## src/rtl/lsu_mem_ctrl_if.sv

```systemverilog
// rtl/lsu_mem_ctrl_if.sv - request/response and word-memory port bundle for lsu_mem_ctrl
interface lsu_mem_ctrl_if;
    logic        req_valid;
    logic        req_ready;
    logic        req_write;
    logic [2:0]  req_funct3;
    logic [31:0] req_addr;
    logic [31:0] req_wdata;
    logic        resp_valid;
    logic [31:0] resp_rdata;
    logic        resp_error;
    logic [31:0] mem_address;
    logic [31:0] mem_write_data;
    logic        mem_MemWrite;
    logic        mem_MemRead;
    logic [31:0] mem_Read_data;

    // Controller side: consumes CPU requests and memory read data, drives everything else
    modport master (
        input  req_valid, req_write, req_funct3, req_addr, req_wdata, mem_Read_data,
        output req_ready, resp_valid, resp_rdata, resp_error,
        output mem_address, mem_write_data, mem_MemWrite, mem_MemRead
    );

    // Environment side: CPU datapath plus data memory
    modport slave (
        output req_valid, req_write, req_funct3, req_addr, req_wdata, mem_Read_data,
        input  req_ready, resp_valid, resp_rdata, resp_error,
        input  mem_address, mem_write_data, mem_MemWrite, mem_MemRead
    );
endinterface

```

## src/rtl/lsu_mem_ctrl.sv

```systemverilog
// rtl/lsu_mem_ctrl.sv - RV32I load/store initiator with read-modify-write sub-word stores
module lsu_mem_ctrl #(
    parameter int ADDR_LIMIT = 1024
) (
    input  logic           clk,
    input  logic           rst,
    lsu_mem_ctrl_if.master bus
);
    localparam logic [2:0]  F3_B  = 3'b000;
    localparam logic [2:0]  F3_H  = 3'b001;
    localparam logic [2:0]  F3_W  = 3'b010;
    localparam logic [2:0]  F3_BU = 3'b100;
    localparam logic [2:0]  F3_HU = 3'b101;
    localparam logic [32:0] LIMIT = 33'(ADDR_LIMIT);

    typedef enum logic [1:0] {IDLE, RD, WR, RESP} state_t;

    state_t      state_q, state_d;
    logic [31:0] addr_q, addr_d;
    logic [2:0]  funct3_q, funct3_d;
    logic        write_q, write_d;
    logic [31:0] wdata_q, wdata_d;
    logic        req_ready_q, req_ready_d;
    logic        resp_valid_q, resp_valid_d;
    logic [31:0] resp_rdata_q, resp_rdata_d;
    logic        resp_error_q, resp_error_d;
    logic [31:0] mem_address_q, mem_address_d;
    logic [31:0] mem_write_data_q, mem_write_data_d;
    logic        mem_read_q, mem_read_d;
    logic        mem_write_q, mem_write_d;

    logic [31:0] in_aligned;
    logic [32:0] in_last_byte;
    logic        in_error;

    // Sign/zero-extend the addressed lane of a little-endian word
    function automatic logic [31:0] extract_load(input logic [31:0] w, input logic [1:0] a,
                                                 input logic [2:0] f3);
        logic [7:0]  b;
        logic [15:0] h;
        case (a)
            2'd0:    b = w[7:0];
            2'd1:    b = w[15:8];
            2'd2:    b = w[23:16];
            default: b = w[31:24];
        endcase
        h = a[1] ? w[31:16] : w[15:0];
        case (f3)
            F3_B:    return {{24{b[7]}}, b};
            F3_H:    return {{16{h[15]}}, h};
            F3_BU:   return {24'd0, b};
            F3_HU:   return {16'd0, h};
            default: return w;
        endcase
    endfunction

    // Replace the addressed lane of the captured word with the store data
    function automatic logic [31:0] merge_store(input logic [31:0] w, input logic [31:0] d,
                                                input logic [1:0] a, input logic [2:0] f3);
        logic [31:0] r;
        r = w;
        if (f3 == F3_B) begin
            case (a)
                2'd0:    r[7:0]   = d[7:0];
                2'd1:    r[15:8]  = d[7:0];
                2'd2:    r[23:16] = d[7:0];
                default: r[31:24] = d[7:0];
            endcase
        end else if (f3 == F3_H) begin
            if (a[1]) r[31:16] = d[15:0];
            else      r[15:0]  = d[15:0];
        end else begin
            r = d;
        end
        return r;
    endfunction

    // Reject illegal codes, misalignment and out-of-range words on the incoming request
    always_comb begin
        in_aligned   = {bus.req_addr[31:2], 2'b00};
        in_last_byte = {1'b0, in_aligned} + 33'd3;
        in_error     = (bus.req_funct3 == 3'b011) || (bus.req_funct3 == 3'b110) ||
                       (bus.req_funct3 == 3'b111) ||
                       (bus.req_write && (bus.req_funct3 == F3_BU || bus.req_funct3 == F3_HU)) ||
                       (bus.req_funct3[1:0] == 2'b01 && bus.req_addr[0]) ||
                       (bus.req_funct3[1:0] == 2'b10 && bus.req_addr[1:0] != 2'b00) ||
                       (in_last_byte >= LIMIT);
    end

    // Next state and next registered outputs; strobes default low so they last one state
    always_comb begin
        state_d          = state_q;
        addr_d           = addr_q;
        funct3_d         = funct3_q;
        write_d          = write_q;
        wdata_d          = wdata_q;
        req_ready_d      = 1'b0;
        resp_valid_d     = 1'b0;
        resp_rdata_d     = 32'd0;
        resp_error_d     = 1'b0;
        mem_address_d    = 32'd0;
        mem_write_data_d = 32'd0;
        mem_read_d       = 1'b0;
        mem_write_d      = 1'b0;
        case (state_q)
            IDLE: begin
                req_ready_d = 1'b1;
                if (bus.req_valid) begin
                    addr_d      = bus.req_addr;
                    funct3_d    = bus.req_funct3;
                    write_d     = bus.req_write;
                    wdata_d     = bus.req_wdata;
                    req_ready_d = 1'b0;
                    if (in_error) begin
                        state_d      = RESP;
                        resp_valid_d = 1'b1;
                        resp_error_d = 1'b1;
                    end else if (bus.req_write && bus.req_funct3 == F3_W) begin
                        state_d          = WR;
                        mem_write_d      = 1'b1;
                        mem_address_d    = in_aligned;
                        mem_write_data_d = bus.req_wdata;
                    end else begin
                        state_d       = RD;
                        mem_read_d    = 1'b1;
                        mem_address_d = in_aligned;
                    end
                end
            end
            RD: begin
                // The read word is captured here: extracted for loads, merged for SB/SH
                if (write_q) begin
                    state_d          = WR;
                    mem_write_d      = 1'b1;
                    mem_address_d    = {addr_q[31:2], 2'b00};
                    mem_write_data_d = merge_store(bus.mem_Read_data, wdata_q, addr_q[1:0], funct3_q);
                end else begin
                    state_d      = RESP;
                    resp_valid_d = 1'b1;
                    resp_rdata_d = extract_load(bus.mem_Read_data, addr_q[1:0], funct3_q);
                end
            end
            WR: begin
                state_d      = RESP;
                resp_valid_d = 1'b1;
            end
            default: begin
                state_d     = IDLE;
                req_ready_d = 1'b1;
            end
        endcase
    end

    // Controller state and registered outputs; reset drops strobes immediately
    always_ff @(posedge clk or posedge rst) begin
        if (rst) begin
            state_q          <= IDLE;
            addr_q           <= 32'd0;
            funct3_q         <= 3'd0;
            write_q          <= 1'b0;
            wdata_q          <= 32'd0;
            req_ready_q      <= 1'b1;
            resp_valid_q     <= 1'b0;
            resp_rdata_q     <= 32'd0;
            resp_error_q     <= 1'b0;
            mem_address_q    <= 32'd0;
            mem_write_data_q <= 32'd0;
            mem_read_q       <= 1'b0;
            mem_write_q      <= 1'b0;
        end else begin
            state_q          <= state_d;
            addr_q           <= addr_d;
            funct3_q         <= funct3_d;
            write_q          <= write_d;
            wdata_q          <= wdata_d;
            req_ready_q      <= req_ready_d;
            resp_valid_q     <= resp_valid_d;
            resp_rdata_q     <= resp_rdata_d;
            resp_error_q     <= resp_error_d;
            mem_address_q    <= mem_address_d;
            mem_write_data_q <= mem_write_data_d;
            mem_read_q       <= mem_read_d;
            mem_write_q      <= mem_write_d;
        end
    end

    assign bus.req_ready      = req_ready_q;
    assign bus.resp_valid     = resp_valid_q;
    assign bus.resp_rdata     = resp_rdata_q;
    assign bus.resp_error     = resp_error_q;
    assign bus.mem_address    = mem_address_q;
    assign bus.mem_write_data = mem_write_data_q;
    assign bus.mem_MemRead    = mem_read_q;
    assign bus.mem_MemWrite   = mem_write_q;
endmodule

```

## src/flat_wrapper.sv

```systemverilog
// flat-port wrapper written by rule: the top's interface ports become plain ports
module lsu_mem_ctrl_flat 
#(
    parameter int ADDR_LIMIT = 1024
)
  (clk, rst, bus_req_valid, bus_req_write, bus_req_funct3, bus_req_addr, bus_req_wdata, bus_mem_Read_data, bus_req_ready, bus_resp_valid, bus_resp_rdata, bus_resp_error, bus_mem_address, bus_mem_write_data, bus_mem_MemWrite, bus_mem_MemRead);
  lsu_mem_ctrl_if bus_i ();
  input  logic clk;
  input  logic rst;
  input wire logic [$bits(bus_i.req_valid)-1:0] bus_req_valid;
  input wire logic [$bits(bus_i.req_write)-1:0] bus_req_write;
  input wire logic [$bits(bus_i.req_funct3)-1:0] bus_req_funct3;
  input wire logic [$bits(bus_i.req_addr)-1:0] bus_req_addr;
  input wire logic [$bits(bus_i.req_wdata)-1:0] bus_req_wdata;
  input wire logic [$bits(bus_i.mem_Read_data)-1:0] bus_mem_Read_data;
  output wire logic [$bits(bus_i.req_ready)-1:0] bus_req_ready;
  output wire logic [$bits(bus_i.resp_valid)-1:0] bus_resp_valid;
  output wire logic [$bits(bus_i.resp_rdata)-1:0] bus_resp_rdata;
  output wire logic [$bits(bus_i.resp_error)-1:0] bus_resp_error;
  output wire logic [$bits(bus_i.mem_address)-1:0] bus_mem_address;
  output wire logic [$bits(bus_i.mem_write_data)-1:0] bus_mem_write_data;
  output wire logic [$bits(bus_i.mem_MemWrite)-1:0] bus_mem_MemWrite;
  output wire logic [$bits(bus_i.mem_MemRead)-1:0] bus_mem_MemRead;
  assign bus_i.req_valid = bus_req_valid;
  assign bus_i.req_write = bus_req_write;
  assign bus_i.req_funct3 = bus_req_funct3;
  assign bus_i.req_addr = bus_req_addr;
  assign bus_i.req_wdata = bus_req_wdata;
  assign bus_i.mem_Read_data = bus_mem_Read_data;
  assign bus_req_ready = bus_i.req_ready;
  assign bus_resp_valid = bus_i.resp_valid;
  assign bus_resp_rdata = bus_i.resp_rdata;
  assign bus_resp_error = bus_i.resp_error;
  assign bus_mem_address = bus_i.mem_address;
  assign bus_mem_write_data = bus_i.mem_write_data;
  assign bus_mem_MemWrite = bus_i.mem_MemWrite;
  assign bus_mem_MemRead = bus_i.mem_MemRead;
  lsu_mem_ctrl #(.ADDR_LIMIT(ADDR_LIMIT)) u_core (.clk(clk), .rst(rst), .bus(bus_i));
endmodule
```

## config.mk

```make
export PLATFORM = sky130hd
export DESIGN_NAME = lsu_mem_ctrl_flat
export DESIGN_NICKNAME = d
export VERILOG_FILES = /design/src/rtl/lsu_mem_ctrl_if.sv /design/src/rtl/lsu_mem_ctrl.sv /design/src/flat_wrapper.sv
export SDC_FILE = /design/constraint.sdc
export NUM_CORES = 1
export LEC_CHECK = 0
export ABC_AREA = 1
export CAP_MARGIN = 20
export CORE_MARGIN = 8
export CORE_UTILIZATION = 53
export CTS_CLUSTER_SIZE = 14
export DETAILED_ROUTE_END_ITERATION = 6
export GPL_TIMING_DRIVEN = 0
export PLACE_DENSITY = 0.86
export SETUP_SLACK_MARGIN = 0.05
export SYNTH_ARGS = -nofsm -noshare
export SYNTH_HDL_FRONTEND = slang
export SYNTH_SLANG_ARGS = --single-unit
```

## constraint.sdc

```tcl
create_clock -name clk -period 15 [get_ports clk]
set_input_delay 3 -clock clk [delete_from_list [all_inputs] [get_ports clk]]
set_output_delay 3 -clock clk [all_outputs]
set_load 0.005 [all_outputs]
```

; ---- Word level (Yosys, flattened, before mapping)
; Cells that the tools add are included.
[word_totals]
reg_bits = 171
latch_bits = 0
ram_bits = 0
rom_bits = 0
input_bits = 103
out_inout_bits = 101
elab_cells = 92
n_memories = 0
[classes]
add_sub_neg = 1
mul = 0
div = 0
n_lt_le_gt_ge = 1
eq_ne = 16
shift = 0
muxes = 43
n_bitwise = 0
reduce_logical = 18
[op_table]
columns = cell, n
row1 = $mux 32, 11
row2 = $pmux 32 s2, 2
row3 = $pmux 32 s4, 1
row4 = $mux 16, 3
row5 = $add 32x2->33 const B, 1
row6 = $ge 33x11->1 const B, 1
row7 = $mux 8, 4
row8 = $pmux 8 s3, 1
row9 = $eq 3x3->1 const B, 6
row10 = $mux 1, 14
row11 = $logic_or 1x1->1, 7
row12 = $eq 2x1->1 const B, 3
row13 = $eq 2x2->1 const B, 3
row14 = $eq 3x2->1 const B, 2
row15 = $mux 2, 3
row16 = $pmux 2 s3, 1
row17 = $logic_and 1x1->1, 4
row18 = $logic_not 2->1, 2
row19 = $pmux 1 s2, 2
row20 = $eq 3x1->1 const B, 1
row21 = $logic_not 3->1, 1
row22 = $pmux 1 s3, 1
row23 = $reduce_or 3->1, 1
row24 = $ne 2x2->1 const B, 1
row25 = other kinds (3), 3

; ---- Depth between registers and ports, before layout
[depth]
word_depth = 10
mapped_depth = 10
ltp_nobuf = 10

; ---- Least setup slack after synthesis
; OpenSTA, ideal clock, no wires.
[synth_path]
path_type = input-to-reg
start = input bus_req_addr[10]
end = register u_core.mem_write_data_q[21] (netlist: u_core.bus.mem_write_data[21])
setup_time_ps = 83
arrival_ps = 3868
required_time_ps = 14917
slack_ps = 11049
cell_stages = 8
n_path_buf = 1
path_cell_list = nor2_1 > nand2_1 > nor2_1 > nand2_1 > nor2_2 > nand2_1 > clkbuf_1 > o21ai_0
[synth_between]
elab_chain_cells = 6
[synth_lines]
columns = element, line_no
row1 = "start, declared", flat_wrapper.sv:13  ; input wire logic [$bits(bus_i.req_addr)-1:0] bus_req_addr;
row2 = $add 32x2->33, lsu_mem_ctrl.sv:81  ; in_last_byte = {1'b0, in_aligned} + 33'd3;
row3 = $ge 33x11->1, lsu_mem_ctrl.sv:87  ; (in_last_byte >= LIMIT);
row4 = $logic_or 1x1->1, lsu_mem_ctrl.sv:86  ; (bus.req_funct3[1:0] == 2'b10 && bus.req_addr[1:0] != 2'b00) ||
row5 = $mux 32, lsu_mem_ctrl.sv:114  ; if (in_error) begin
row6 = $mux 32, lsu_mem_ctrl.sv:108  ; if (bus.req_valid) begin
row7 = $pmux 32 s2, lsu_mem_ctrl.sv:105  ; case (state_q)
row8 = net u_core.mem_write_data_d[21], lsu_mem_ctrl.sv:28  ; logic [31:0] mem_write_data_q, mem_write_data_d;
row9 = "end signal, assigned", lsu_mem_ctrl.sv:181  ; mem_write_data_q <= mem_write_data_d;
row10 = "end, declared", lsu_mem_ctrl.sv:28
; The timed path passes the listed nets, and every way through them passes these cells.
; A chain may end at the register's enable or synchronous reset.

; ---- Worst setup path after layout
[layout_path]
start = input bus_req_funct3[0]
end = register u_core.mem_write_data_q[4] (netlist: u_core.bus.mem_write_data[4])
[layout_between]
elab_chain_cells = 10
elab_cells_between_ends = 23
cone_classes = eq/ne: 8 / mux: 4 / reduce/logical: 11
[layout_lines]
columns = element, line_no
row1 = "start, declared", flat_wrapper.sv:12  ; input wire logic [$bits(bus_i.req_funct3)-1:0] bus_req_funct3;
row2 = "$eq 3x2->1, or another cell as far along", lsu_mem_ctrl.sv:82  ; in_error = (bus.req_funct3 == 3'b011) || (bus.req_funct3 == 3'b110) ||
row3 = "$logic_or 1x1->1, on equally long branches", "lsu_mem_ctrl.sv:82, lsu_mem_ctrl.sv:84"
row4 = $logic_or 1x1->1 or $logic_and 1x1->1 (tied branches), "lsu_mem_ctrl.sv:82, lsu_mem_ctrl.sv:84"
row5 = $logic_or 1x1->1, lsu_mem_ctrl.sv:83  ; (bus.req_funct3 == 3'b111) ||
row6 = $logic_or 1x1->1, lsu_mem_ctrl.sv:84  ; (bus.req_write && (bus.req_funct3 == F3_BU || bus.req_funct3 == F3_HU)) ||
row7 = $logic_or 1x1->1, lsu_mem_ctrl.sv:85  ; (bus.req_funct3[1:0] == 2'b01 && bus.req_addr[0]) ||
row8 = $logic_or 1x1->1, lsu_mem_ctrl.sv:86
row9 = $mux 32 (*), lsu_mem_ctrl.sv:114
row10 = $mux 32 (*), lsu_mem_ctrl.sv:108
row11 = $pmux 32 s2 (*), lsu_mem_ctrl.sv:105
row12 = net u_core.mem_write_data_d[4], lsu_mem_ctrl.sv:28
; Mark *: on every way through the listed nets, which the timed path passes. The rest lies on a longest branch.

==> reports/metrics.cfg <==
[status]
status = complete, no violations

[worst_hold_path]
worstHoldStart = u_core.addr_q[14]
hold_path.class = reg2reg

[floorplanning]
dieHeight_um = 138
start_util_pct = 54.1
io_pins = 204
dieArea_um2 = 18900
design.core.area_um2 = 14500
die_w_um = 138
rows = 44

[drt]
drc = 0
drt-pass1-iter-count = 6
drtIter0Drc = 720
wire_per_inst_um = 19.6
num_vias = 7432
detail-route-antenna-nets = 0
drt-total-wl_um = 26400
viasPerCell = 5.50

[sta]
min_period_over_period_pct = 31.5
fmax_mhz = 211
hold_violations = 0
slew_violations = 0
setup_viol = 0
finalCriticalPeriod_ns = 4.73
setup_tns_ns = 0
tightest_slew_ns = 0.682
rsz0062_at_grt = no
finClkSkew_ns = 0.0114
slew_headroom_pct = 54.6

[clock_network]
cts_buffers = 17
holdBufCountCts = 0
cts_tree = built
clkTransAtPathRegs_ns = 0.07
htree_levels = 4
clockBufferDepth = 2
cts_resized = 0
cts_sinks = 169
clk_latency_ns = 0.43
ctsRootBufferMaster = clkbuf_16
post-cts-setup-buffers = 0

[finish]
most-common-layout-cells = nand2_1, clkdlybuf4s50_1, dfrtp_1
layout_commonest_cell = nand2_1
antennaDiodeCount = 0
nNetsFinal = 1262
postLayoutCoreUtil_pct = 73.9
drive_above_1_share_pct = 8.39
n_fill_cell = 1099
area_delta_synth_final_pct = 36.6

[synthesis]
synth_edf_count = 0
avgSynthCellArea_um2 = 8.39
synth_ff_type = dfrtp_1
ys_seq_area_share_pct = 54.0
netlist-cell-type-count = 31
yosysWarnings = 0
netlist_instances = 933
netlist_area_um2 = 7830
synth_async_sr_flop_share_pct = 100
synth-seq-cells = 169

[grt]
grt_pass1_wl_um = 40100
grt_overflow = 0
antenna_found_initial = 0
grt_pass1_vias = 7395
grt_max_degree = 107
grt.total_usage_pct = 28.3

[setup_path]
worstPathRequired_ns = 15.29
r2r-start = u_core.state_q[1]
cpMaxStageDelayCell = clkdlybuf4s50_1
path_buf_inv = 2
path_common_cell = nand2_1
path_max_fanout = 10
crit_type = in2reg
slowest_delay_ns = 0.49
cp_cell_sequence = clkdlybuf4s50_1, nor2_1, nand2_1, nand2_1, nand2_1, nor2_2, nand2_1, clkbuf_1, o21ai_0
start_kind = input port
cp-end-kind = flip-flop
crit_start = bus_req_funct3[0]
arrival_ns = 5.02
critical_path.top_delay_family = buffers and inverters

[power]
vdd_drop_max_mv = 0.110
p_per_area_nw_per_um2 = 185
p_leak_nw = 5.08

[run]
cap_viol_max_count = 0

[placement]
dp.final_hpwl_um = 20100
io_buffers = 201
gp_congestion = 0.955

final cells by class:
type                       count  area (um^2)  area share [%]
multi-input combinational    599         2900            27.2
clock inverter                14          144            1.35
timing repair buffer         202         2040            19.1
clock buffer                  18          439            4.11
tap                          184          230            2.15
buffer                        53          275            2.57
sequential                   169         4230            39.6
inverter                     113          432            4.04
path summary, 6_finish.rpt:
kind | end | slack [ns] | depth (start not counted)
max in group asynchronous | u_core.wdata_q[0] | 11.16 | 3
hold reg to reg | u_core.bus.mem_address[14] | 0.49 | 2
hold / removal | u_core.bus.mem_address[14] | 0.49 | 2
setup / recovery | u_core.bus.mem_write_data[4] | 10.27 | 9
min in group asynchronous | u_core.bus.mem_address[25] | 2.99 | 2
setup reg to reg | u_core.bus.resp_rdata[4] | 12.73 | 9
routing by layer:
| metal | share of wire [%] | global-route usage (%) |
|---|---|---|
| met3 | 9.9 | 7.26 |
| met5 | 0 | 0 |
| met2 | 47 | 44.0 |
| met1 | 40 | 36.9 |
| met4 | 2.9 | 11.8 |
cells by family after synthesis:
family,synth area share (%)
fa+ha+maj,0.639
other cells,0.0479
buf+inv,8.93
simple gates,18.2
compound gates,18.1
flops,54.0
worst min-delay path, stage by stage (launching register included):
cell and delay, ns:
dfrtp_1 0.36, inv_1 0.06, nor2_1 0.04
registers in the layout, summed over array words and instances (netlist names), 2 cells and up:
register and count:
u_core.bus.resp_rdata 32, u_core.addr_q 32, u_core.funct3_q 3, u_core.bus.mem_address 30, u_core.state_q 2, u_core.bus.mem_write_data 32
u_core.wdata_q 32
power breakdown:
part	internal, mW	switching, mW
combinational	0.337	0.532
sequential	0.605	0.0707
clock	0.226	0.203
per-stage QoR:
stage	hold slack, ns	instances	power [mW]	cell area, um^2	setup WS [ns]
after global placement	0.461	1319	1.50	10100	5.46
after floorplan	0.457	934	1.18	7830	7.43
after detailed placement	0.473	1320	1.53	10100	9.87
after CTS	0.491	1352	1.96	10700	10.32
final	0.494	1352	1.97	10700	10.27
after global routing	0.517	1352	2.09	10700	10.18
synthesized netlist by cell type (6+ instances only):
cell type,instances,share of area (%)
a21oi_1,50,3.2
buf_2,13,0.83
buf_4,6,0.58
clkbuf_1,26,1.2
dfrtp_1,168,54
inv_1,108,5.2
nand2_1,209,10
nand3_1,34,2.2
nor2_1,81,3.9
nor2_2,11,0.88
o211ai_1,17,1.6
o211ai_2,16,2.6
o21ai_0,146,9.3
o22ai_1,8,0.64
Power figures use the tool's default switching activity.
